==> src/rtl/fpu_arbiter_if.sv <==
// fpu_arbiter_if -- bundle of the requester-side and FPU-side signals of the
// two-lane FPU arbiter.
//   req_valid/req_ready  : per-lane request handshake
//   req_op_a/req_op_b    : per-lane operands, lane i at [32i+31:32i]
//   rsp_valid/rsp_data/rsp_status : per-lane response pulse, shared data/status
//   fpu_start/fpu_op_a/fpu_op_b   : launch of the shared FPU adder
//   fpu_done/fpu_result/fpu_status: completion from the shared FPU adder
// Modports:
//   master : requesters plus FPU model (drives requests and FPU completion)
//   slave  : the arbiter
interface fpu_arbiter_if;
   logic [1:0]        req_valid;
   logic [1:0]        req_ready;
   logic [1:0][31:0]  req_op_a;
   logic [1:0][31:0]  req_op_b;
   logic [1:0]        rsp_valid;
   logic [31:0]       rsp_data;
   logic [3:0]        rsp_status;
   logic              fpu_start;
   logic [31:0]       fpu_op_a;
   logic [31:0]       fpu_op_b;
   logic              fpu_done;
   logic [31:0]       fpu_result;
   logic [3:0]        fpu_status;

   modport master (
      output req_valid, req_op_a, req_op_b, fpu_done, fpu_result, fpu_status,
      input  req_ready, rsp_valid, rsp_data, rsp_status, fpu_start, fpu_op_a, fpu_op_b
   );

   modport slave (
      input  req_valid, req_op_a, req_op_b, fpu_done, fpu_result, fpu_status,
      output req_ready, rsp_valid, rsp_data, rsp_status, fpu_start, fpu_op_a, fpu_op_b
   );
endinterface

==> src/rtl/fpu_arbiter.sv <==
// fpu_arbiter -- shares one FPU adder between two requesters, one transaction
// in flight at a time. Simultaneous requests are resolved by a round-robin
// pointer; a stalled FPU is abandoned after TIMEOUT cycles in WAIT.
// Ports:
//   clock  : system clock, rising edge
//   reset  : asynchronous, active-low
//   bus    : fpu_arbiter_if.slave (request, response and FPU signals)
//   busy   : high whenever the FSM is not IDLE
module fpu_arbiter #(
   parameter int unsigned TIMEOUT = 64   // legal 2..255
) (
   input  logic           clock,
   input  logic           reset,
   fpu_arbiter_if.slave   bus,
   output logic           busy
);

   localparam logic [7:0] CNT_LAST   = 8'(TIMEOUT - 1);
   localparam logic [3:0] ST_TIMEOUT = 4'b1001;

   typedef enum logic [1:0] {IDLE, ISSUE, WAIT, RESPOND} state_t;

   state_t       state, state_nxt;
   logic         gnt_sel;      // lane picked this cycle in IDLE
   logic         gnt_q;        // lane owning the in-flight transaction
   logic         ptr_q;        // preferred lane when both request
   logic         hs;           // handshake this cycle
   logic [7:0]   cnt_q;
   logic [31:0]  op_a_q, op_b_q;
   logic [31:0]  data_q;
   logic [3:0]   status_q;
   logic [1:0]   req_ready_c;
   logic [1:0]   rsp_valid_c;
   logic         fpu_start_c;

   always_ff @(posedge clock or negedge reset) begin
      if (!reset) state <= IDLE;
      else        state <= state_nxt;
   end

   always_comb begin
      state_nxt   = state;
      gnt_sel     = 1'b0;
      hs          = 1'b0;
      req_ready_c = 2'b00;
      rsp_valid_c = 2'b00;
      fpu_start_c = 1'b0;
      case (state)
         IDLE: begin
            case (bus.req_valid)
               2'b01:   gnt_sel = 1'b0;
               2'b10:   gnt_sel = 1'b1;
               2'b11:   gnt_sel = ptr_q;
               default: gnt_sel = 1'b0;
            endcase
            // No backpressure from the arbiter side: any request present
            // in IDLE is granted, so the handshake completes immediately.
            if (|bus.req_valid) begin
               req_ready_c[gnt_sel] = 1'b1;
               hs                   = 1'b1;
               state_nxt            = ISSUE;
            end
         end
         ISSUE: begin
            fpu_start_c = 1'b1;
            state_nxt   = WAIT;
         end
         WAIT: begin
            if (bus.fpu_done || cnt_q == CNT_LAST) state_nxt = RESPOND;
         end
         RESPOND: begin
            rsp_valid_c[gnt_q] = 1'b1;
            state_nxt          = IDLE;
         end
         default: state_nxt = IDLE;
      endcase
   end

   always_ff @(posedge clock or negedge reset) begin
      if (!reset) begin
         gnt_q    <= 1'b0;
         ptr_q    <= 1'b0;
         cnt_q    <= 8'd0;
         op_a_q   <= 32'd0;
         op_b_q   <= 32'd0;
         data_q   <= 32'd0;
         status_q <= 4'd0;
      end else begin
         if (hs) begin
            gnt_q  <= gnt_sel;
            op_a_q <= bus.req_op_a[gnt_sel];
            op_b_q <= bus.req_op_b[gnt_sel];
         end
         case (state)
            ISSUE: cnt_q <= 8'd0;
            WAIT: begin
               // fpu_done takes precedence over an expiring timeout.
               if (bus.fpu_done) begin
                  data_q   <= bus.fpu_result;
                  status_q <= bus.fpu_status;
               end else if (cnt_q == CNT_LAST) begin
                  data_q   <= 32'd0;
                  status_q <= ST_TIMEOUT;
               end else begin
                  cnt_q <= cnt_q + 8'd1;
               end
            end
            RESPOND: ptr_q <= ~gnt_q;
            default: ;
         endcase
      end
   end

   assign bus.req_ready  = req_ready_c;
   assign bus.rsp_valid  = rsp_valid_c;
   assign bus.rsp_data   = data_q;
   assign bus.rsp_status = status_q;
   assign bus.fpu_start  = fpu_start_c;
   assign bus.fpu_op_a   = op_a_q;
   assign bus.fpu_op_b   = op_b_q;
   assign busy           = (state != IDLE);

endmodule

==> src/flat_wrapper.sv <==
// flat-port wrapper written by rule: the top's interface ports become plain ports
module fpu_arbiter_flat 
#(
   parameter int unsigned TIMEOUT = 64                  
)
  (clock, reset, busy, bus_req_valid, bus_req_op_a, bus_req_op_b, bus_fpu_done, bus_fpu_result, bus_fpu_status, bus_req_ready, bus_rsp_valid, bus_rsp_data, bus_rsp_status, bus_fpu_start, bus_fpu_op_a, bus_fpu_op_b);
  fpu_arbiter_if bus_i ();
  input  logic clock;
  input  logic reset;
  output logic busy;
  input wire logic [$bits(bus_i.req_valid)-1:0] bus_req_valid;
  input wire logic [$bits(bus_i.req_op_a)-1:0] bus_req_op_a;
  input wire logic [$bits(bus_i.req_op_b)-1:0] bus_req_op_b;
  input wire logic [$bits(bus_i.fpu_done)-1:0] bus_fpu_done;
  input wire logic [$bits(bus_i.fpu_result)-1:0] bus_fpu_result;
  input wire logic [$bits(bus_i.fpu_status)-1:0] bus_fpu_status;
  output wire logic [$bits(bus_i.req_ready)-1:0] bus_req_ready;
  output wire logic [$bits(bus_i.rsp_valid)-1:0] bus_rsp_valid;
  output wire logic [$bits(bus_i.rsp_data)-1:0] bus_rsp_data;
  output wire logic [$bits(bus_i.rsp_status)-1:0] bus_rsp_status;
  output wire logic [$bits(bus_i.fpu_start)-1:0] bus_fpu_start;
  output wire logic [$bits(bus_i.fpu_op_a)-1:0] bus_fpu_op_a;
  output wire logic [$bits(bus_i.fpu_op_b)-1:0] bus_fpu_op_b;
  assign bus_i.req_valid = bus_req_valid;
  assign bus_i.req_op_a = bus_req_op_a;
  assign bus_i.req_op_b = bus_req_op_b;
  assign bus_i.fpu_done = bus_fpu_done;
  assign bus_i.fpu_result = bus_fpu_result;
  assign bus_i.fpu_status = bus_fpu_status;
  assign bus_req_ready = bus_i.req_ready;
  assign bus_rsp_valid = bus_i.rsp_valid;
  assign bus_rsp_data = bus_i.rsp_data;
  assign bus_rsp_status = bus_i.rsp_status;
  assign bus_fpu_start = bus_i.fpu_start;
  assign bus_fpu_op_a = bus_i.fpu_op_a;
  assign bus_fpu_op_b = bus_i.fpu_op_b;
  fpu_arbiter #(.TIMEOUT(TIMEOUT)) u_core (.clock(clock), .reset(reset), .bus(bus_i), .busy(busy));
endmodule
==> config.mk <==
export PLATFORM = sky130hd
export DESIGN_NAME = fpu_arbiter_flat
export DESIGN_NICKNAME = d
export VERILOG_FILES = /design/src/rtl/fpu_arbiter_if.sv /design/src/rtl/fpu_arbiter.sv /design/src/flat_wrapper.sv
export SDC_FILE = /design/constraint.sdc
export NUM_CORES = 1
export LEC_CHECK = 0
export BUFFER_PORTS_ARGS = -buffer_cell sky130_fd_sc_hd__buf_2
export CAP_MARGIN = 20
export CORE_MARGIN = 10
export CORE_UTILIZATION = 40
export DETAILED_ROUTE_END_ITERATION = 8
export GPL_ROUTABILITY_DRIVEN = 1
export GPL_TIMING_DRIVEN = 0
export PLACE_DENSITY = 0.75
export SYNTH_ARGS = -nofsm -noshare
export SYNTH_HDL_FRONTEND = slang
export SYNTH_SLANG_ARGS = --single-unit
==> constraint.sdc <==
create_clock -name clock -period 4 [get_ports clock]
set_input_delay 0.2 -clock clock [delete_from_list [all_inputs] [get_ports clock]]
set_output_delay 0.2 -clock clock [all_outputs]
set_load 0.02 [all_outputs]
==> impl_results.md <==
* Status: complete, no violations
* Mapped Cells at 444
* Clk slew on worst S/H paths at 80 ps
* Most common library cells after synthesis: 112 x dfrtp_1, 71 x nand2_1, 68 x o21ai_0, 64 x o22ai_1, 34 x a22o_1
* Synth cell types at 35
* Final min period at 2138 ps
* GPL Wtd Cong at 0.8367
* Most frequent cell after synthesis: dfrtp_1
* Post-route ant nets at 0
* Worst-skew pair later-pin latency at 340 ps
* Syn avg cell area at 10.49 um2
* Global-route wire length before repair at 25590 um
* Non-Filler Instances at 879
* # rows at 39
* CTS Sinks at 112
* YS warnings at 0
* Share of cells above drive strength 1 at 42.39%
* Worst-path maximum fanout at 10
* Top FF cell, synth: dfrtp_1
* Fin area at 0.006523 mm2
* Buffers on Ports at 274
* Share of the synthesized area in the top cell type at 60.17%
* FF+latch count, synth at 112
* Leakage at 3.404 nW
* Inst Count DP at 862
* CTS tree: yes
* Placed Area at 0.006238 mm2
* Die width at 127.9 um
* NetSw at 2.294 mW
* Clock root buffer: clkbuf_16
* Post-synth EDFFs at 0
* Die height at 127.9 um
* Total chip power at 5.234 mW
* Htree depth at 3
* Int Power at 2.940 mW
* Worst VDD drop at 0.0004322 V
* Max-cap viol count at 0
* Period utilisation layout at 53.45%
* Clk network pwr share at 16.1%
* Switching Fraction at 43.83%
* ANT cells at 0
* Initial antenna violation count at 0
* Synthesized Nets at 618
* Logic gate share of total power at 47.0%
* Clk_skew at 8.864 ps
* Total CTS buffers at 9
* P&R area growth vs syn at 40.02%
* Req. time, crit path at 3800 ps
* Mapped Area at 0.004658 mm2
* Final setup fails at 0
* Max transition margin at 48.82%
* Post-DP HPWL at 13400 um
* Worst Setup Path Type: reg -> out
* Pwr dens at 802.5 mW/mm2
* Worst setup margin at 1862 ps
* Initial Util at 40.80%
* Via density at 5.336
* Worst hold path class: in -> reg
* Largest area contributor in the netlist: dfrtp_1
* Register area share after synthesis at 60.17%
* Setup Total Neg Slack at 0 ps
* WL/cell at 19.01 um
* # DRC at 0
* Ys async rst share at 100.0%
* DP Worst Slack at 1995 ps
* Dominant cells by area after synthesis: dfrtp_1 60%, o22ai_1 8.6%, o21ai_0 7.3%, a22o_1 6.4%, nand2_1 5.7%
* Gr usage total at 19.21%
* CP arrival at 1940 ps
* Vias in the first global route at 4942
* Area of the core at 0.01142 mm2
* Nets at 905
* Kind of end point of the critical path: output pin
* Fill cells at 1048
* Fin. max-slew vios at 0
* Clock Path Buffers at 2
* DR iter-0 viols at 277
* Hold_ws at 71.48 ps
* RSZ-0062 raised after global routing: false
* DR pass1 iterations at 4
* Seq pwr share at 36.9%
* Congestion Overflow GR at 0
* Via count at 4690
* CP Launch Type: flip-flop
* Pin count of the biggest net entering global routing at 59
* Worst slew pin tran at 767.7 ps
* FMAX at 467.7 MHz
* Fin. Hold Viols at 0
* Area of the die at 0.01636 mm2
* Routed WL at 16710 um
* IO Count at 275
* Post-layout util at 57.12%
[worst paths after layout]
| kind | start | end | slack (ps) | cells past startpoint |
|---|---|---|---|---|
| setup / recovery | u_core.state[1]$_DFFE_PN0P_ | bus_req_ready[1] | 1860 | 5 |
| hold / removal | bus_fpu_result[10] | u_core.bus.rsp_data[10]$_DFFE_PN0P_ | 70 | 2 |
| setup reg to reg | u_core.state[0]$_DFFE_PN0P_ | u_core.state[1]$_DFFE_PN0P_ | 2000 | 6 |
| hold reg to reg | u_core.bus.fpu_op_a[17]$_DFFE_PN0P_ | u_core.bus.fpu_op_a[17]$_DFFE_PN0P_ | 470 | 2 |
| max in group asynchronous | reset | u_core.bus.fpu_op_a[10]$_DFFE_PN0P_ | 2770 | 3 |
| min in group asynchronous | reset | u_core.bus.rsp_data[17]$_DFFE_PN0P_ | 490 | 2 |
[per-layer routing]
| layer | global-route usage, % | part of all wire (%) | vias up | wire [um] |
|---|---|---|---|---|
| li1 | - | - | 2199 | - |
| met1 | 21.37 | 37 | 2255 | 6157 |
| met2 | 33.31 | 52 | 208 | 8731 |
| met3 | 5.749 | 8.3 | 28 | 1379 |
| met4 | 8.212 | 2.6 | 0 | 442 |
| met5 | 0 | 0 | - | 0 |
[cells in the final DEF (no fill, tap or decap), types with 2 or more instances in the layout]
cell type	synthesis	layout
clkbuf_16	0	9
o21ai_0	68	68
inv_1	7	7
or3_1	2	2
and2_1	2	2
ha_1	5	5
buf_2	13	286
nor2_1	6	6
a22o_1	34	34
o211ai_1	2	2
nand3_1	12	12
clkinv_2	0	3
buf_1	3	3
nand2_1	71	71
clkbuf_1	20	21
nand2b_1	2	2
dfrtp_1	112	112
a21oi_1	3	3
o22ai_1	64	64
[sequential cells by signal, summed over array words and instances, names as in the netlist]
name                   count
u_core.bus.fpu_op_a       32
u_core.cnt_q               8
u_core.state               2
u_core.gnt_q               1
u_core.bus.rsp_data       32
u_core.ptr_q               1
u_core.bus.rsp_status      4
u_core.bus.fpu_op_b       32
[area by class of cell]
cell class                      count  area [um2]  area share [%]
Sequential cell                   112        2803           42.97
Clock buffer                       11       242.7           3.721
Clock inverter                      5       31.28          0.4796
Timing Repair Buffer              276        1411           21.64
Multi-Input combinational cell    288        1674           25.67
Inverter                            8       30.03          0.4604
Buffer                             36       151.4           2.321
Tap cell                          143       178.9           2.743
[logic make-up after synthesis]
kind of cell | Yosys count | share of synthesized area, %
AO/OA/AOI/OAI | 180 | 24.68
flip-flops | 112 | 60.17
AND/OR/NAND/NOR | 100 | 9.267
buffers and inverters | 44 | 3.895
adder cells (fa/ha/maj) | 5 | 1.343
multiplexers | 2 | 0.4566
XOR/XNOR | 1 | 0.1881
[power by group through the flow]
stage | Combinational, mW | Sequential (mW) | Clock [mW]
6_report | 2.46 | 1.93 | 0.844
5_1_grt | 2.69 | 1.99 | 0.912
4_1_cts | 2.50 | 1.93 | 0.869
3_5_place_dp | 2.49 | 1.94 | 0
3_3_place_gp | 2.43 | 1.91 | 0
2_1_floorplan | 0.921 | 2.51 | 0
[repair_timing]
action | in CTS | in global routing
setup buffers | 0 | 0
hold buffers | 1 | 0
gates resized for setup | 0 | 0
hold endpoints to repair | 57 | 0
[worst max-delay path, cell delays in order (launching register included)]
cell	delay [ps]
dfrtp_1	420
inv_1	100
ha_1	240
o211a_1	210
clkbuf_1	360
buf_2	260
(Power assumes the default switching activity.)
